### src/rtl/if_axis_fifo.sv
// CPU memory-mapped bridge to AXI-stream.
// RX channel: AXIS slave -> FIFO -> CPU reads RXDATA.
// TX channel: CPU writes TXDATA -> FIFO -> AXIS master.
// Both channels carry TLAST. STATUS exposes fill levels and sticky error flags.

// Single-clock FIFO channel. Head entry is presented combinationally so the
// stream side sees stable data for as long as the entry is not popped.
module if_axis_fifo_chan #(
  parameter int EW = 9,
  parameter int AW = 3
) (
  input  logic          clk,
  input  logic          rst_n,
  input  logic          push_i,
  input  logic [EW-1:0] push_data_i,
  input  logic          pop_i,
  input  logic          flush_i,
  output logic [EW-1:0] head_o,
  output logic [AW:0]   count_o,
  output logic          full_o,
  output logic          empty_o
);
  localparam int DEPTH = 1 << AW;
  localparam logic [AW:0] DEPTH_CNT = {1'b1, {AW{1'b0}}};

  logic [EW-1:0] mem [DEPTH];
  logic [AW-1:0] wr_ptr_q, wr_ptr_d;
  logic [AW-1:0] rd_ptr_q, rd_ptr_d;
  logic [AW:0]   count_q, count_d;
  logic          push_ok;
  logic          pop_ok;

  assign full_o  = (count_q == DEPTH_CNT);
  assign empty_o = (count_q == '0);
  assign count_o = count_q;
  assign head_o  = mem[rd_ptr_q];

  // A flush discards any push/pop of the same cycle. A pop at full frees the
  // slot that a same-cycle push refills.
  assign pop_ok  = pop_i && !empty_o && !flush_i;
  assign push_ok = push_i && (!full_o || pop_ok) && !flush_i;

  // Next-state for pointers and occupancy
  always_comb begin
    wr_ptr_d = wr_ptr_q;
    rd_ptr_d = rd_ptr_q;
    count_d  = count_q;
    if (flush_i) begin
      wr_ptr_d = '0;
      rd_ptr_d = '0;
      count_d  = '0;
    end else begin
      if (push_ok) wr_ptr_d = wr_ptr_q + 1'b1;
      if (pop_ok)  rd_ptr_d = rd_ptr_q + 1'b1;
      case ({push_ok, pop_ok})
        2'b10:   count_d = count_q + 1'b1;
        2'b01:   count_d = count_q - 1'b1;
        default: count_d = count_q;
      endcase
    end
  end

  // Pointer/count state; reset empties the FIFO immediately
  always_ff @(posedge clk or negedge rst_n) begin
    if (!rst_n) begin
      wr_ptr_q <= '0;
      rd_ptr_q <= '0;
      count_q  <= '0;
    end else begin
      wr_ptr_q <= wr_ptr_d;
      rd_ptr_q <= rd_ptr_d;
      count_q  <= count_d;
    end
  end

  // Storage array; contents need no reset because occupancy is tracked by count
  always_ff @(posedge clk) begin
    if (push_ok) mem[wr_ptr_q] <= push_data_i;
  end
endmodule

module if_axis_fifo #(
  parameter logic [7:0] SOC_SEGMENT     = 8'hE4,
  parameter logic [7:0] SOC_CLASS       = 8'hA9,
  parameter int         AXIS_DATA_WIDTH = 8,
  parameter int         FIFO_DEPTH_LOG2 = 3
) (
  input  logic                       axis_aclk_i,
  input  logic                       axis_aresetn_i,
  input  logic [31:0]                addr_i,
  input  logic [31:0]                data_i,
  output logic [31:0]                data_o,
  output logic                       data_access_o,
  input  logic                       data_w_i,
  output logic                       s_axis_tready_o,
  input  logic                       s_axis_tvalid_i,
  input  logic [AXIS_DATA_WIDTH-1:0] s_axis_tdata_i,
  input  logic                       s_axis_tlast_i,
  output logic                       m_axis_tvalid_o,
  input  logic                       m_axis_tready_i,
  output logic [AXIS_DATA_WIDTH-1:0] m_axis_tdata_o,
  output logic                       m_axis_tlast_o
);
  localparam int W  = AXIS_DATA_WIDTH;
  localparam int AW = FIFO_DEPTH_LOG2;

  localparam logic [2:0] DEV_STATUS = 3'd1;
  localparam logic [2:0] DEV_RXDATA = 3'd2;
  localparam logic [2:0] DEV_TXDATA = 3'd3;
  localparam logic [2:0] DEV_CTRL   = 3'd4;

  // Bus decode
  logic [2:0]  device;
  logic        offset_hit;
  logic        acc;
  logic        acc_q, acc_d;
  logic        acc_edge;
  logic        rd_edge;
  logic        wr_edge;
  logic        rx_rd;
  logic        tx_wr;
  logic        ctrl_wr;
  logic        rx_flush;
  logic        tx_flush;
  logic        flag_clr;

  // Channel status
  logic [W:0]  rx_head, tx_head;
  logic [AW:0] rx_count, tx_count;
  logic        rx_full, rx_empty, tx_full, tx_empty;
  logic        rx_push;
  logic        tx_pop;

  // Registered outputs and sticky flags
  logic [31:0] data_o_q, data_o_d;
  logic        rx_stall_q, rx_stall_d;
  logic        rx_overrun_q, rx_overrun_d;
  logic        tx_overflow_q, tx_overflow_d;
  logic        rx_underrun_q, rx_underrun_d;
  logic [31:0] status_word;
  logic [31:0] rxdata_word;
  logic        unused_ok;

  assign data_access_o = (addr_i[31:24] == SOC_SEGMENT) && (addr_i[23:16] == SOC_CLASS);
  assign device        = addr_i[6:4];
  assign offset_hit    = (device >= DEV_STATUS) && (device <= DEV_CTRL);
  assign acc           = data_access_o && offset_hit;

  // Only the first cycle of an access acts, so a CPU holding the bus for
  // several cycles still performs a single pop/push/flush.
  assign acc_edge = acc && !acc_q;
  assign rd_edge  = acc_edge && !data_w_i;
  assign wr_edge  = acc_edge && data_w_i;
  assign rx_rd    = rd_edge && (device == DEV_RXDATA);
  assign tx_wr    = wr_edge && (device == DEV_TXDATA);
  assign ctrl_wr  = wr_edge && (device == DEV_CTRL);
  assign rx_flush = ctrl_wr && data_i[0];
  assign tx_flush = ctrl_wr && data_i[1];
  assign flag_clr = ctrl_wr && data_i[2];

  // tready comes straight from the registered count, so it never depends on tvalid
  assign s_axis_tready_o = !rx_full;
  assign rx_push         = s_axis_tvalid_i && s_axis_tready_o;

  assign m_axis_tvalid_o = !tx_empty;
  assign m_axis_tdata_o  = tx_head[W-1:0];
  assign m_axis_tlast_o  = tx_head[W];
  assign tx_pop          = m_axis_tvalid_o && m_axis_tready_i;

  assign data_o = data_o_q;

  // Address bits outside the decode window and data bits above the stream width are don't-care
  assign unused_ok = ^{addr_i[15:7], addr_i[3:0], data_i[30:W]};

  if_axis_fifo_chan #(
    .EW (W + 1),
    .AW (AW)
  ) u_rx_fifo (
    .clk         (axis_aclk_i),
    .rst_n       (axis_aresetn_i),
    .push_i      (rx_push),
    .push_data_i ({s_axis_tlast_i, s_axis_tdata_i}),
    .pop_i       (rx_rd),
    .flush_i     (rx_flush),
    .head_o      (rx_head),
    .count_o     (rx_count),
    .full_o      (rx_full),
    .empty_o     (rx_empty)
  );

  if_axis_fifo_chan #(
    .EW (W + 1),
    .AW (AW)
  ) u_tx_fifo (
    .clk         (axis_aclk_i),
    .rst_n       (axis_aresetn_i),
    .push_i      (tx_wr),
    .push_data_i ({data_i[31], data_i[W-1:0]}),
    .pop_i       (m_axis_tready_i),
    .flush_i     (tx_flush),
    .head_o      (tx_head),
    .count_o     (tx_count),
    .full_o      (tx_full),
    .empty_o     (tx_empty)
  );

  // Assemble the STATUS word from current (pre-edge) state
  always_comb begin
    status_word        = '0;
    status_word[0]     = rx_empty;
    status_word[1]     = rx_full;
    status_word[2]     = tx_empty;
    status_word[3]     = tx_full;
    status_word[4]     = rx_overrun_q;
    status_word[5]     = tx_overflow_q;
    status_word[6]     = rx_underrun_q;
    status_word[15:8]  = 8'(rx_count);
    status_word[23:16] = 8'(tx_count);
  end

  // Assemble the RXDATA word: {valid, last, zeros, tdata}; all zero when empty
  always_comb begin
    rxdata_word = '0;
    if (!rx_empty) begin
      rxdata_word[W-1:0] = rx_head[W-1:0];
      rxdata_word[30]    = rx_head[W];
      rxdata_word[31]    = 1'b1;
    end
  end

  // Next-state for read data, access edge tracking and sticky flags
  always_comb begin
    acc_d    = acc;
    data_o_d = data_o_q;
    if (rd_edge) begin
      case (device)
        DEV_STATUS: data_o_d = status_word;
        DEV_RXDATA: data_o_d = rxdata_word;
        default:    data_o_d = '0;
      endcase
    end else if (data_access_o && !offset_hit && !data_w_i) begin
      data_o_d = '0;
    end

    // Producer stalled against a full RX FIFO; two cycles in a row is an overrun
    rx_stall_d    = s_axis_tvalid_i && rx_full;
    rx_overrun_d  = (rx_overrun_q && !flag_clr) || (rx_stall_d && rx_stall_q);
    tx_overflow_d = (tx_overflow_q && !flag_clr) || (tx_wr && tx_full && !tx_pop);
    rx_underrun_d = (rx_underrun_q && !flag_clr) || (rx_rd && rx_empty);
  end

  // Control/status registers
  always_ff @(posedge axis_aclk_i or negedge axis_aresetn_i) begin
    if (!axis_aresetn_i) begin
      acc_q         <= 1'b0;
      data_o_q      <= '0;
      rx_stall_q    <= 1'b0;
      rx_overrun_q  <= 1'b0;
      tx_overflow_q <= 1'b0;
      rx_underrun_q <= 1'b0;
    end else begin
      acc_q         <= acc_d;
      data_o_q      <= data_o_d;
      rx_stall_q    <= rx_stall_d;
      rx_overrun_q  <= rx_overrun_d;
      tx_overflow_q <= tx_overflow_d;
      rx_underrun_q <= rx_underrun_d;
    end
  end
endmodule
### config.mk
export PLATFORM = sky130hd
export DESIGN_NAME = if_axis_fifo
export DESIGN_NICKNAME = d
export VERILOG_FILES = /design/src/rtl/if_axis_fifo.sv
export SDC_FILE = /design/constraint.sdc
export NUM_CORES = 1
export LEC_CHECK = 0
export ABC_AREA = 1
export CAP_MARGIN = 20
export CORE_MARGIN = 3
export CORE_UTILIZATION = 59
export CTS_CLUSTER_SIZE = 20
export DETAILED_ROUTE_END_ITERATION = 16
export PLACE_DENSITY_LB_ADDON = 0.15
export SLEW_MARGIN = 0
export SYNTH_ARGS = -nofsm -noshare
export SYNTH_HDL_FRONTEND = slang
export SYNTH_HIERARCHICAL = 1
export SYNTH_SLANG_ARGS = --single-unit
### constraint.sdc
create_clock -name axis_aclk_i -period 5 [get_ports axis_aclk_i]
set_clock_uncertainty 0.1 [all_clocks]
set_input_delay 1 -clock axis_aclk_i [delete_from_list [all_inputs] [get_ports axis_aclk_i]]
set_output_delay 1 -clock axis_aclk_i [all_outputs]
set_load 0.005 [all_outputs]
=== Yosys cells after proc, flatten, opt, wreduce, memory -nomap -nowiden ===
Memory sizes are Yosys's and may differ from the RTL's.
Cells that the tools add are included.

* Memories: 2
* Register bits: 57
* Output and inout bits: 44
* Memory bits (read-only): 0
* Latch bits: 0
* Memory bits (writable): 144

{| class="wikitable"
|+ Memories
! name !! depth !! bits a word !! read ports !! clocked after memory_dff !! write ports !! line !! source
|-
| u_rx_fifo.mem || 8 || 9 || 1 || 0 || 1 || 26 || <nowiki>logic [EW-1:0] mem [DEPTH];</nowiki>
|-
| u_tx_fifo.mem || 8 || 9 || 1 || 0 || 1 || 26 ||
|}

* Add/subtract/negate cells: 8
* Equality and inequality tests: 12
* Divide/modulo/power cells: 0
* $mul: 0
* Shift-type cells: 0
* Magnitude comparators: 2
* Bitwise operators: 0
* Muxes and demuxes: 21
* Reduce and logical (&&, ||, !) cells: 56

{| class="wikitable"
|+ Operators with widths
! cell !! number
|-
| two-way mux 32 bit || 2
|-
| case mux 32 bit (2 select lines) || 1
|-
| logical AND 1 bit || 31
|-
| two-way mux 3 bit || 8
|-
| == test 8 bit (second input constant) || 2
|-
| case mux 4 bit (2 select lines) || 2
|-
| adder 3 x 1 -> 3 bit (second input constant) || 4
|-
| zero test 1 bit || 11
|-
| nonzero test 2 bit || 5
|-
| adder 4 x 1 -> 4 bit (second input constant) || 2
|-
| == test 4 bit (second input constant) || 2
|-
| zero test 4 bit || 2
|-
| two-way mux 4 bit || 2
|-
| two-way mux 8 bit || 1
|-
| subtractor 4 x 1 -> 4 bit (second input constant) || 2
|-
| == test 3 x 2 -> 1 bit (second input constant) || 2
|-
| nonzero test 3 bit || 2
|-
| logical OR 1 bit || 5
|-
| == test 2 x 1 -> 1 bit (second input constant) || 2
|-
| == test 2 bit (second input constant) || 2
|-
| two-way mux 1 bit || 4
|-
| == test 3 x 1 -> 1 bit (second input constant) || 1
|-
| == test 3 bit (second input constant) || 1
|-
| >= comparator 3 x 1 -> 1 bit (second input constant) || 1
|-
| 2 further kinds || 2
|}

=== Depth between registers and ports, before layout ===
Gate-level depths: netlist of run 1.

* Depth in word-level cells: 15
* Mapped depth: 21
* Gate-level depth less buffers: 20

=== Cells and area by module ===
The synthesis of run 1 kept the hierarchy.

{| class="wikitable"
|+ Modules (own cells, without submodules)
! module !! times used !! cells an instance !! area each (um^2)
|-
| if_axis_fifo_chan || 2 || 296 || 3,597.2
|-
| if_axis_fifo || 1 || 175 || 1,373.8
|}

=== Worst setup path before layout of run 1 ===
Ideal clock, no wire load.

* Path kind: input port to flip-flop
* Start point: in addr_i[17]
* End point: reg u_rx_fifo.count_q[3] (netlist: u_rx_fifo/count_o[3])
* Path buffers: 1
* Stages: 21
* Arrival: 3.056 ns
* Setup slack: 1.728 ns
* Cell sequence: inv_1 -> nand2_1 -> nor2_1 -> nand2_2 -> inv_2 -> nand3_2 -> nor2_4 -> nand2_4 -> buf_6 -> nor2_2 -> nand3_2 -> nor2_1 -> ha_1 -> nand3_1 -> nand3_1 -> nand2_1 -> nand2_1 -> nand2_1 -> nand2_1 -> nand2_1 -> nand2_1

* Elaborated cells on any way between the ends: 20

{| class="wikitable"
|+ RTL lines
! what !! line !! source
|-
| from (decl) || 90 || <nowiki>input logic [31:0] addr_i,</nowiki>
|-
| == test 8 bit * || 144 || <nowiki>assign data_access_o = (addr_i[31:24] == SOC_SEGMENT) && (addr_i[23:16] == SOC_CLASS);</nowiki>
|-
| logical AND 1 bit * || 144 ||
|-
| logical AND 1 bit * || 147 || <nowiki>assign acc = data_access_o && offset_hit;</nowiki>
|-
| logical AND 1 bit * || 151 || <nowiki>assign acc_edge = acc && !acc_q;</nowiki>
|-
| logical AND 1 bit * || 152 || <nowiki>assign rd_edge = acc_edge && !data_w_i;</nowiki>
|-
| logical AND 1 bit * || 154 || <nowiki>assign rx_rd = rd_edge && (device == DEV_RXDATA);</nowiki>
|-
| net rx_rd || 120 || <nowiki>logic rx_rd;</nowiki>
|-
| logical AND 1 bit * (2 in series) || 40 || <nowiki>assign pop_ok = pop_i && !empty_o && !flush_i;</nowiki>
|-
| logical OR 1 bit || 41 || <nowiki>assign push_ok = push_i && (!full_o || pop_ok) && !flush_i;</nowiki>
|-
| logical AND 1 bit (2 in series) || 41 ||
|-
| == test 2 x 1 -> 1 bit / == test 2 bit (equally long branches) || 55 || <nowiki>case ({push_ok, pop_ok})</nowiki>
|-
| case mux 4 bit (2 select lines) || 55 ||
|-
| two-way mux 4 bit || 48 || <nowiki>if (flush_i) begin</nowiki>
|-
| to (signal assigned) || 72 || <nowiki>count_q <= count_d;</nowiki>
|-
| to (decl) || 29 || <nowiki>logic [AW:0] count_q, count_d;</nowiki>
|}

Mark *: on every way through the listed nets, which the timed path passes. The rest lies on a longest branch.
A chain may end at the register's enable or synchronous reset.

=== Worst setup path after layout of run 1 ===
* Start point: reg u_tx_fifo.rd_ptr_q[0]
* End point: out m_axis_tdata_o[4]

* Word-level cells in the longest chain between the ends: 1

{| class="wikitable"
|+ RTL lines
! what !! line !! source
|-
| from (decl) || 28 || <nowiki>logic [AW-1:0] rd_ptr_q, rd_ptr_d;</nowiki>
|-
| from (signal assigned) || 71 || <nowiki>rd_ptr_q <= rd_ptr_d;</nowiki>
|-
| memory (8 x 9 bit) || - ||
|-
| to (decl) || 101 || <nowiki>output logic [AXIS_DATA_WIDTH-1:0] m_axis_tdata_o,</nowiki>
|}

Every way passes these cells.

==> summary.md, run 1 <==
The library cell used most frequently in the layout, excluding fill and tap cells, is sky130_fd_sc_hd__edfxtp_1. The number of I/O port buffers works out to 71. The final RePlAce weighted congestion is 0.8240, and the final net count is 933.

The tools report the initial antenna violation count as 0. The logs give 5,641 for the via count of the first global-routing pass and 14,040 um^2 for the area of the core. From left edge to right edge, the die measures 126.5 um. The power per standard cell area was 440.8 nW/um^2; the number of synthesized flops with an enable pin was 144.

Static timing analysis puts the maximum clock frequency at 260.8 MHz. In the routed layout, each cell is associated on average with a via count of 5.535. The number of buffers inserted during clock tree synthesis was 17. STA classifies the critical path startpoint as a register. Complex-gate fraction of the synthesized area: 8.805%. Summed over all failing endpoints, the final setup total negative slack is 0 ns. The number of top-level pins is 122, and the post-synthesis async set-or-reset flop share is 22.99%. CTS built an H-tree with a depth of 4. Subtracting the final worst setup slack from the clock period gives 3.834 ns.

Setup violations remaining at the end of the flow were counted as 0. The critical path data arrival time was 2.73 ns; the routed length per placed instance was 16.99 um. The worst slew slack as a fraction of its limit was 34.94%. STA classifies the critical path endpoint as an output pin. The clock reaches the later pin of the worst-skew pair after 0.43 ns.

For the hold buffer count at CTS, the log shows 0. The startpoint identified for the worst hold timing path is rx_stall_q. The sequential share of power came out at 44.6%.

The count of final max-slew check failures came out at 0. Setup repair after global routing left no endpoint under its margin. In the synthesized netlist the dominant register cell turns out to be sky130_fd_sc_hd__edfxtp_1.

The tools report the number of instances resized during post-cts repair as 0. The path with the worst hold slack has its endpoint at rx_overrun_q. The count of clock tree sinks was 187; the die height was 126.5 um.

In the layout the commonest cells are 144 x sky130_fd_sc_hd__edfxtp_1, 135 x sky130_fd_sc_hd__nand2_1, 100 x sky130_fd_sc_hd__nor2_1, 70 x sky130_fd_sc_hd__clkdlybuf4s50_1, 61 x sky130_fd_sc_hd__o21ai_0. The number of diodes is 0, and the fraction of layout instances using a drive strength above 1 is 13.17%. The proportion of power drawn by combinational gates is 24.8%, and the number of vias in the routed layout is 5,745.

The tools report the clock network power share as 30.6%. The count of buffers added by post-CTS timing repair for setup was 0; the fraction of power spent switching nets was 30.24%. The simple-gate share of the synthesized area works out to 17.42%.

Internal reg-to-reg setup slack: 2.19 ns. The path depth of the worst reg2reg path works out to 9. Leakage power total: 3.900 nW. Type of the worst min-delay path: reg -> reg. Cell-internal power: 3.071 mW.

The worst hold path was traced through 2 stages. Clock-pin transition on the worst setup and hold timing paths: 0.07 ns. In this run the cell area of the synthesized design comes to 8568 um^2. Post-synthesis xor/xnor area fraction: 0.4089%. At the placement stage, the worst setup path has a slack of 0.8644 ns. The post-route fraction of the period consumed by the critical path works out to 76.68%. The starting utilization of the core area was 61.02%; the layout-stage area growth over the synthesis result was 16.55%. The detailed router finished its first iteration with 503 violations. The peak ir drop on the vdd network was 0.2761 mV; the slew at the pin closest to its max-slew limit was 0.9759 ns. The tools report the all-layer global routing usage as 23.15%.

The worst register-to-register path begins at u_rx_fifo/count_o[0]. The site row count is 43, and the warning count from the yosys run is 6. Synthesis inferred 187 register bits.

By startpoint and endpoint, the worst setup path is classified as reg -> out. The cell count after synthesis came out at 767. Combinational family with the most area after synthesis: simple AND/OR/NAND/NOR gates.

In this run the deepest clock path goes through 2 buffers. The tools report the remaining number of nets flagged by the antenna check after routing as 0. The logs give 0 for the final count of hold timing violations and 11,760 um for the half-perimeter wire length after placement. The tools report the pin count of the biggest net entering global routing as 44.

The share of synthesized area spent on multiplexers is 2.103%. Each instance of the synthesized netlist takes up on average 11.17 um^2. The worst register-to-register path ends at u_rx_fifo/mem[0][5]. After detailed routing, the total wire length is 17,640 um. The number of different library cells used by synthesis comes to 38. The flow ran to the end, and the final reports show no timing, DRC or antenna violations.

The run gives 16,000 um^2 as the full die area. For this run, design rule violations remaining after detail routing come to 0. The share of synthesized cell area in full adder, half adder and majority cells was 1.636%; the net switching power was 1.331 mW. After global routing the overflow that remains totals 0.

Sequential elements use 63.03% of the synthesized area. The buffer type at the clock tree root is sky130_fd_sc_hd__clkbuf_16. Of all nets on the critical path, the largest fanout is 23. The tools report the required time of the critical path as 3.90 ns. The run gives 1.166 ns as the smallest setup slack after layout.

The max-cap check violation count is 0, and the number of optimization iterations in the first detailed-route pass is 5. TritonCTS built the clock tree. The first global-routing pass estimated 28,880 um of wire.
## cells in the mapped netlist, types with 10 or more instances
cell                       count  share of area, %
sky130_fd_sc_hd__nand3_1      18               1.1
sky130_fd_sc_hd__buf_4        16               1.4
sky130_fd_sc_hd__nand2_1     135               5.9
sky130_fd_sc_hd__inv_1        52               2.3
sky130_fd_sc_hd__dfrtp_1      43                13
sky130_fd_sc_hd__o21ai_0      61               3.6
sky130_fd_sc_hd__edfxtp_1    144                50
sky130_fd_sc_hd__nor2_1      100               4.4
sky130_fd_sc_hd__o22ai_1      18               1.3
sky130_fd_sc_hd__o21ai_1      35               2.0
sky130_fd_sc_hd__buf_2        13              0.76
sky130_fd_sc_hd__nand3_2      10               1.2
sky130_fd_sc_hd__mux2i_1      18               2.1
## state kept, by name, summed over array words and instances (netlist names)
| signal | flops |
|---|---|
| u_rx_fifo/rd_ptr_q | 3 |
| u_tx_fifo/count_o | 4 |
| rx_overrun_q | 1 |
| tx_overflow_q | 1 |
| u_rx_fifo/wr_ptr_q | 3 |
| data_o | 18 |
| rx_stall_q | 1 |
| rx_underrun_q | 1 |
| u_tx_fifo/mem | 72 |
| u_rx_fifo/count_o | 4 |
| acc_q | 1 |
| u_tx_fifo/rd_ptr_q | 3 |
| u_tx_fifo/wr_ptr_q | 3 |
| u_rx_fifo/mem | 72 |
## cell type report
| cell class | instances | area [um^2] |
|---|---|---|
| inverter | 59 | 226.5 |
| clock inverter | 15 | 172.7 |
| tap | 180 | 225.2 |
| multi-input combinational | 491 | 2655 |
| timing repair buffer | 89 | 880.8 |
| fill | 1010 | 4056 |
| clock buffer | 17 | 425.4 |
| sequential | 187 | 5400 |
## how the worst max path moves through the flow
stage	from	end	slack, ns	depth (start not counted)
finish	u_tx_fifo/rd_ptr_q[0]	m_axis_tdata_o[4]	1.17	8
global route	u_tx_fifo/rd_ptr_q[0]	m_axis_tdata_o[4]	0.89	8
CTS	u_tx_fifo/rd_ptr_q[0]	m_axis_tdata_o[4]	1.12	8
global placement	addr_i[4]	u_rx_fifo/mem[2][1]	0.95	14
floorplan	addr_i[17]	u_rx_fifo/count_o[3]	1.73	21
detailed placement	addr_i[25]	u_rx_fifo/mem[0][1]	0.86	13
## layer usage
layer	routed length, um	vias to the layer above	GRT usage [%]
met5	0	-	0
met4	276	0	7.445
met3	597	19	3.832
met2	9718	136	41.47
met1	7045	2828	28.77
li1	-	2762	-
## stage by stage
stage | cells | instance area (um^2) | hold slack [ns] | util [%] | power [mW]
after global placement | 1004 | 9333 | 0.3347 | 66.46 | 2.999
after CTS | 1036 | 9931 | 0.3722 | 70.72 | 4.402
after global routing | 1038 | 9986 | 0.4117 | 71.11 | 4.666
after floorplan | 780 | 8617 | 0.3254 | - | 2.694
after detailed placement | 1004 | 9333 | 0.3378 | 66.46 | 3.065
final | 1038 | 9986 | 0.3800 | 71.11 | 4.402
## power by group through the flow
stage	sequential, mW	clock (mW)	combinational, mW
3_3_place_gp	2.01	0	0.987
6_report	1.96	1.35	1.09
3_5_place_dp	2.02	0	1.04
2_1_floorplan	1.92	0	0.772
4_1_cts	1.99	1.36	1.05
5_1_grt	1.98	1.44	1.24
## worst max-delay path, cell delays in order (launching register included)
cell	delay, ns
sky130_fd_sc_hd__dfrtp_1	0.93
sky130_fd_sc_hd__buf_4	0.38
sky130_fd_sc_hd__nor2_1	0.08
sky130_fd_sc_hd__nor2_1	0.07
sky130_fd_sc_hd__o21ai_0	0.08
sky130_fd_sc_hd__o21ai_1	0.09
sky130_fd_sc_hd__nand2_1	0.07
sky130_fd_sc_hd__nand2_1	0.10
sky130_fd_sc_hd__clkdlybuf4s50_1	0.51
## cell families after synthesis
group,Yosys count
AND/OR/NAND/NOR,311
flip-flops,187
AO/OA/AOI/OAI,134
buffers and inverters,102
multiplexers,18
adder cells (fa/ha/maj),10
XOR/XNOR,4
other,1
Note: power is estimated with default switching activity, not from simulation.
==> inputs of run 2 (changes only) <==
- CORE_UTILIZATION: 59 -> 49
- clock period: 5 -> 3.4 ns (I/O delays scaled with it)
==> summary.md, run 2 (synthesized netlist as in run 1, its figures left out) <==
The peak fanout along the critical path works out to 16 (was 23). The x dimension of the die came out at 138.2 um (was 126.5 um). The buffer depth of the longest clock path was 2 (unchanged); the layout-stage area growth over the synthesis result was 18.14% (was 16.55%). The count of cell instances traversed by the critical path was 8 (unchanged); the average via count per standard cell was 5.286 (was 5.535).

Series of cell instances along the critical path: buf_4 > nor2_1 > nor2_1 > o21ai_0 > o21ai_1 > nand2_1 > nand2_1 > clkdlybuf4s50_1 (unchanged). The number of buffers inserted during clock tree synthesis is 17 (unchanged), and the final count of hold timing violations is 0 (unchanged). The starting utilization of the core area came out at 50.94% (was 61.02%). TritonCTS built the clock tree. The number of vias in the routed layout is 5,767 (was 5,745), and the path depth of the worst reg2reg path is 15 (was 9). The tools report the initial antenna violation count as 0 (unchanged).

The count of clock tree sinks came out at 187 (unchanged). The tools report the kind of end point of the critical path as an output pin (unchanged). The slew at the pin closest to its max-slew limit was 0.9797 ns (was 0.9759 ns). For the total congestion overflow, the log shows 0 (unchanged). Number of top-level pins: 122 (unchanged). Count of final max-slew check failures: 0 (unchanged).

The buffer type at the clock tree root was sky130_fd_sc_hd__clkbuf_16 (unchanged). Count of unresolved DRC violations after routing: 0 (unchanged). The worst slew slack as a fraction of its limit was 34.69% (was 34.94%); the number of I/O port buffers was 71 (unchanged). Global-route wire length before repair: 28,940 um (was 28,880 um).

Placement-stage worst setup slack: 0.03626 ns (was 0.8644 ns). The run finished with clean final reports. The most common library cell in the layout ignoring fill and taps was sky130_fd_sc_hd__edfxtp_1 (unchanged). The placed instance count is 1,059 (was 1,004). For the area of the core, the log shows 16,820 um^2 (was 14,040 um^2). The tools report the site row count as 47 (was 43). The remaining number of nets flagged by the antenna check after routing was 0 (unchanged). Setup repair after global routing left no endpoint under its margin. The total wire length after detailed routing is 18,010 um (was 17,640 um).

The detailed router's first-iteration violation count was 449 (was 503). The pin count of the biggest net entering global routing was 44 (unchanged). The leakage power total is 3.957 nW (was 3.900 nW), and the maximum frequency from static timing analysis is 326.4 MHz.

The tools report the launching element type of the critical path as a register (unchanged). The required time of the critical path is 2.62 ns (was 3.90 ns), and the power per standard cell area is 644.8 nW/um^2 (was 440.8 nW/um^2). Die height: 138.2 um (was 126.5 um). Peak ir drop on the vdd network: 0.3878 mV (was 0.2761 mV). The routed length per placed instance was 16.51 um (was 16.99 um); the full die area was 19,110 um^2 (was 16,000 um^2).

The total negative setup slack was 0 ns (unchanged). Critical path data arrival time: 2.28 ns (was 2.73 ns). The hold buffer count at CTS was 0 (unchanged). Buffer and inverter count on the worst path: 2 (unchanged).

Standard cell with the maximum stage delay on the critical path: sky130_fd_sc_hd__dfrtp_2 (was sky130_fd_sc_hd__dfrtp_1). Most used cells in the layout excluding fill and tap cells: 144 x sky130_fd_sc_hd__edfxtp_1, 135 x sky130_fd_sc_hd__nand2_1, 100 x sky130_fd_sc_hd__nor2_1, 70 x sky130_fd_sc_hd__clkdlybuf4s50_1, 61 x sky130_fd_sc_hd__o21ai_0 (unchanged). The top cell family by delay on the critical path was buffers and inverters (was flip-flops). After layout, the worst path uses 90.11% of the clock period.

Final standard cell count with taps included and fillers excluded: 1,091 (was 1,038). The tools report the number of optimization iterations in the first detailed-route pass as 4 (was 5). The final net count came out at 946 (was 933). The type of the worst min-delay path was in -> async (was reg -> reg). The maximum single-stage delay on the critical path works out to 0.58 ns (was 0.93 ns).

The all-layer global routing usage was 18.97% (was 23.15%); the fraction of layout instances using a drive strength above 1 was 14.47% (was 13.17%). The logs give 0 (unchanged) for the number of diodes and 0 (unchanged) for the max-cap check violation count. Final RePlAce weighted congestion: 0.7740 (was 0.8240).

The setup-violating endpoint count in the final report was 0 (unchanged); the count of buffers added by post-CTS timing repair for setup was 0 (unchanged). The smallest setup slack after layout was 0.3362 ns (was 1.166 ns); the via count of the first global-routing pass was 5,622 (was 5,641). The final period demand of the worst path works out to 3.064 ns. The clock-pin transition on the worst setup and hold timing paths is 0.07 ns (about the same). Kind of critical path: reg -> out (unchanged).

The tools report the final worst hold slack as 0.2898 ns (was 0.3800 ns). For the half-perimeter wire length after placement, the log shows 12,250 um (was 11,760 um). The worst-skew pair later-pin latency is 0.43 ns (about the same). The H-tree depth was 4 (unchanged).
-- run 2: worst register-to-register path, stage by stage, from the launching register on --
cell and delay [ns]:
sky130_fd_sc_hd__dfrtp_1 0.44, sky130_fd_sc_hd__inv_1 0.11, sky130_fd_sc_hd__nor2_1 0.04, sky130_fd_sc_hd__nand2_1 0.12, sky130_fd_sc_hd__inv_1 0.10, sky130_fd_sc_hd__nor2_1 0.38
sky130_fd_sc_hd__nor2_1 0.20, sky130_fd_sc_hd__ha_1 0.35, sky130_fd_sc_hd__nand3_1 0.12, sky130_fd_sc_hd__nand3_1 0.08, sky130_fd_sc_hd__nand2_1 0.09, sky130_fd_sc_hd__nand2_1 0.05
sky130_fd_sc_hd__nand2_1 0.05, sky130_fd_sc_hd__nand2_1 0.06, sky130_fd_sc_hd__nand2_1 0.06, sky130_fd_sc_hd__nand2_1 0.04
-- run 2: report_power, final --
part	switching, mW	internal, mW
combinational	0.945	0.673
clock	0.876	1.17
sequential	0.182	2.68
total	2.00	4.52
-- run 2: final cells by class --
class                      count  area (um^2)
clock buffer                  17        425.4
clock inverter                15        187.7
fill                        1373         6696
inverter                      59        226.5
multi-input combinational    491         2655
sequential                   187         5401
tap                          220        275.3
timing repair buffer         102        950.9
-- run 2: final timing paths --
kind                                        from                     to  slack [ns]
min                               axis_aresetn_i              data_o[9]        0.29
max reg2reg                 u_rx_fifo/count_o[3]   u_rx_fifo/count_o[3]        0.92
min in group axis_aclk_i              rx_stall_q           rx_overrun_q        0.35
min reg2reg                           rx_stall_q           rx_overrun_q        0.35
max                        u_tx_fifo/rd_ptr_q[0]      m_axis_tdata_o[4]        0.34
max in group asynchronous         axis_aresetn_i  u_tx_fifo/rd_ptr_q[0]        2.21
-- run 2: timing repair --
item                                   4_1_cts  5_1_grt
setup endpoints to repair                    0        5
endpoints found under the hold margin        0        0
resized for setup                            0        1
-- run 2: through the flow --
step | util, % | power (mW) | cell area (um^2)
2_1_floorplan | - | 3.961 | 8617
3_3_place_gp | 56.53 | 4.444 | 9508
3_5_place_dp | 56.53 | 4.527 | 9508
4_1_cts | 60.18 | 6.577 | 10120
5_1_grt | 60.18 | 6.869 | 10120
6_report | 60.18 | 6.527 | 10120
-- run 2: routing by layer --
| metal | track usage, % | part of all wire, % |
|---|---|---|
| met2 | 33.07 | 52 |
| met5 | 0 | 0 |
| met3 | 3.695 | 4.0 |
| met1 | 23.73 | 42 |
| met4 | 6.708 | 1.8 |
==> inputs of run 3 (changes only) <==
- ABC_CLOCK_PERIOD_IN_PS: not set -> 3400
==> results of run 3 <==
Same layout as run 2: the final DEF is identical, and so are final timing and power.
==> variant 1, RTL diff (flow settings as in run 3) <==
Set the parameter `AXIS_DATA_WIDTH` to 6 (it was 8).
--- a/src/rtl/if_axis_fifo.sv
+++ b/src/rtl/if_axis_fifo.sv
@@ -84,3 +84,3 @@
   parameter logic [7:0] SOC_CLASS       = 8'hA9,
-  parameter int         AXIS_DATA_WIDTH = 8,
+  parameter int         AXIS_DATA_WIDTH = 6,
   parameter int         FIFO_DEPTH_LOG2 = 3
Interface: changed (resized m_axis_tdata_o and s_axis_tdata_i); port bits go from 122 to 118. No check against the original RTL was run, so the function may have changed too.
==> variant 1 against run 3 <==
- sequential power decreased by 18%
- critical path depth unchanged
- setup slack improved by 0.16 ns
- wire length decreased by 20%
- area after synthesis decreased by 16%
- non-clock buffer count decreased by 13
- cell area decreased by 15%
- clock power decreased by 13%
- worst hold slack improved by 0.018 ns
- total power decreased by 16%
- sequential cell count decreased by 33
- combinational power decreased by 16%
==> variant 1: results (changes against run 3) <==
CLK BUF=20 (+3); FFs & Latches=154 (-18%); r2r setup slk=1.09 ns (+0.17 ns); initial antenna violation count=0 (unchanged); DP Worst Slack=0.0805 ns (+0.0442 ns); met2 wire len=7430 um (-21%); Logic inverters=58 (-1.7%); IO Port Bufs=64 (-9.9%); All-Layer GR Usage=19.0% (about the same); Detail Placement HPWL=10100 um (-17%); first-pass GRT wire length=24100 um (-17%); met3 wire length=679 um (-4.8%); Non-clk bufs=89 (-13%); M2 GR Usage=32.6% (-0.50 points); met1 WL=6120 um (-19%); Final nets=843 (-11%); clk cell area share=6.51% (+0.45 points); pin count of the biggest net entering global routing=43 (-2.3%); #MultiIn Comb=437 (-11%); largest cells by area after synthesis=edfxtp_1 (47%), dfrtp_1 (15%), nand2_1 (6.6%), nor2_1 (4.4%), o21ai_0 (3.9%); met1 Use GR=23.9% (+0.15 points); Critical Path Fanout Max=31 (+15); Initial DRC Count=370 (-18%); Fill cells=1141 (-17%); worst reg2reg path startpoint=u_rx_fifo/count_o[0]$_DFFE_PN0P_; met3 Use GR=3.47% (-0.22 points); Post-synth EDFFs=112 (-22%); worst setup path endpoint=m_axis_tdata_o[0]; multi-input combinational area share=27.4% (+1.1 points); DRT Wirelength=14500 um (-20%); signal buffers share of area=9.58% (+0.19 points); storage element area=4410 um^2 (-18%); CP Data Arrival Time=2.12 ns (-0.16 ns); sequential area share after synthesis=61.5% (-1.6 points); Synth top cells by count=nand2_1 (126), edfxtp_1 (112), nor2_1 (85); Final WS setup=0.497 ns (+0.161 ns); layout cells sized above 1=13.4% (-1.1 points); status=finished clean; Yosys cell types=37 (-2.6%); global placer's final weighted congestion=0.829 (+7.1%); worst vdd ir=430 uV (+11%); Cell Int Power=3.84 mW (-15%); via count=4900 (-15%)
-- variant 1: critical path, cell delays in order (launching register included) --
cell             delay, ns
dfrtp_1               0.36
buf_4                 0.34
nor2_1                0.09
nor2_1                0.09
o21ai_1               0.06
o21ai_0               0.08
nand2_1               0.07
nand2_1               0.10
clkdlybuf4s50_1       0.50
-- variant 1: power groups by stage --
stage | sequential [mW] | combinational (mW) | clock (mW)
finish | 2.35 | 1.36 | 1.79
global route | 2.37 | 1.54 | 1.91
CTS | 2.35 | 1.37 | 1.82
detailed placement | 2.39 | 1.36 | 0
global placement | 2.37 | 1.32 | 0
floorplan | 2.34 | 0.932 | 0
-- variant 1: cells by family after synthesis --
logic type	synth area share (%)
XOR/XNOR	0.488
AND/OR/NAND/NOR	18.8
buffers and inverters	6.52
adder cells (fa/ha/maj)	1.95
other	0.0522
flip-flops	61.5
AO/OA/AOI/OAI	8.80
multiplexers	1.95
-- variant 1: how the worst min path moves through the flow --
stage / to / cells after the start
final: u_tx_fifo/rd_ptr_q[0]$_DFFE_PN0P_ / 1
after global routing: u_tx_fifo/rd_ptr_q[0]$_DFFE_PN0P_ / 1
after CTS: u_tx_fifo/rd_ptr_q[0]$_DFFE_PN0P_ / 1
after detailed placement: rx_overrun_q$_DFF_PN0_ / 2
after global placement: rx_overrun_q$_DFF_PN0_ / 2
after floorplan: acc_q$_DFF_PN0_ / 0
-- variant 1: per-stage QoR --
step	util (%)	instance area, um^2	cells	power [mW]	hold slack, ns
finish	60.9	8590	950	5.49	0.307
global route	60.9	8590	950	5.82	0.382
CTS	60.9	8590	950	5.54	0.340
detailed placement	57.0	8030	918	3.75	0.338
global placement	57.0	8030	918	3.69	0.338
floorplan	-	7230	687	3.27	0.284
==> variant 2, RTL diff (config.mk and constraints of run 3) <==
Made on the original files. `data_o_q` no longer has a reset.
--- a/src/rtl/if_axis_fifo.sv
+++ b/src/rtl/if_axis_fifo.sv
@@ -255,3 +255,2 @@
       acc_q         <= 1'b0;
-      data_o_q      <= '0;
       rx_stall_q    <= 1'b0;
@@ -262,3 +261,2 @@
       acc_q         <= acc_d;
-      data_o_q      <= data_o_d;
       rx_stall_q    <= rx_stall_d;
@@ -269,2 +267,6 @@
   end
+
+  always_ff @(posedge axis_aclk_i) begin
+    data_o_q <= data_o_d;
+  end
 endmodule
Behaviour: not the same (a bounded check fails within 4 cycles, from zero or initial values and one cycle with axis_aresetn_i low).
==> variant 2 against run 3 <==
- final cell count is 2.2% lower
- setup slack got worse by 0.016 ns
- critical path depth rose by 3
- first-iteration DRC count is 9.1% lower
- sequential power increased by 1%
- die area shrank 1.3%
- wire length down 1.0%
- register-to-register slack lost 0.34 ns
- synthesized cell count fell by 4.0%
- total power down 2.6%
- sequential cell count is the same
- cell area shrank 1.1%
- largest cell class unchanged
- area after synthesis shrank 1.4%
==> variant 2: results (changes against run 3) <==
status=finished clean; Yosys cell types=39 (+2.6%); Fill cells=1376 (+0.22%); sequential power share=45.7% (+1.9 points); Critical Path Fanout Max=9 (-7); #MultiIn Comb=466 (-5.1%); Clock Power=1.87 mW (-9%); storage element area=5490 um^2 (+1.7%); Syn Inst Count=736 (-4.0%); dpl cells=1036 (-2.2%); WHS=0.362 ns (+0.0718 ns); largest cells by area after synthesis=edfxtp_1 (58%), dfrtp_1 (7.4%), nand2_1 (5.7%), nor2_1 (4.5%), o21ai_0 (3.6%); Detail Placement HPWL=12000 um (-1.9%); worst setup path endpoint=u_rx_fifo/mem[6][6]$_DFFE_PP_; Leak=3.87 nW (-2.3%); FFs & Latches=187 (unchanged); Post-synth EDFFs=162 (+13%); Mapped Area=8450 um^2 (-1.4%); Hold Path Class=register to register; Post-synth ARST share=13.4% (-9.6 points); first-pass GRT wire length=28500 um (-1.6%); signal buffers share of area=9.87% (+0.48 points); Logic inverters=55 (-6.8%); CLK BUF=18 (+1); CP max stage cell=nor2_1; Initial DRC Count=408 (-9.1%); DP Worst Slack=-0.120 ns (-0.156 ns); met1 Use GR=23.9% (+0.12 points); met3 wire length=630 um (-12%); sequential area share after synthesis=65.0% (+2.0 points); layout cells sized above 1=12.8% (-1.7 points); multi-input combinational area share=24.8% (-1.4 points); Via density=5.22 (-1.2%); met3 Use GR=4.20% (+0.51 points); post-synthesis xor/xnor area fraction=0.415% (+0.0058 points); r2r setup slk=0.58 ns (-0.34 ns); DRT Wirelength=17800 um (-1.0%); clk cell area share=5.57% (-0.48 points); placed inst area=9450 um^2 (-0.59%); number of global-route vias before repair=5590 (-0.57%); All-Layer GR Usage=19.9% (+0.95 points); pin count of the biggest net entering global routing=37 (-16%); Synth top cells by count=edfxtp_1 (162), nand2_1 (129), nor2_1 (102)
## variant 2: cell types whose count changed in the layout (fill, tap and decap cells not counted), moves of 4 or more
| cell | before | now |
|---|---|---|
| o21ai_2 | 9 | 0 |
| a22oi_1 | 7 | 0 |
| o21ai_1 | 35 | 29 |
| nor3b_1 | 0 | 8 |
| edfxtp_1 | 144 | 162 |
| buf_4 | 30 | 37 |
| nor2_2 | 8 | 4 |
| nand2_1 | 135 | 129 |
| dfrtp_1 | 42 | 24 |
## variant 2: logic make-up (layout without fill, tap and decap cells)
kind of cell,Yosys count,count (layout)
AOI/OAI and AO/OA,111,111
xor gates and xnor gates,4,4
adders and majority gates,10,10
buffers and inverters,96,194
DFF,187,187
muxes,18,18
other,1,14
and+or+nand+nor,309,309
## variant 2: critical path, delay by kind of cell
kind / cells / cell delay (ns)
buffers and inverters: 1 / 0.45
AND/OR/NAND/NOR: 10 / 1.88
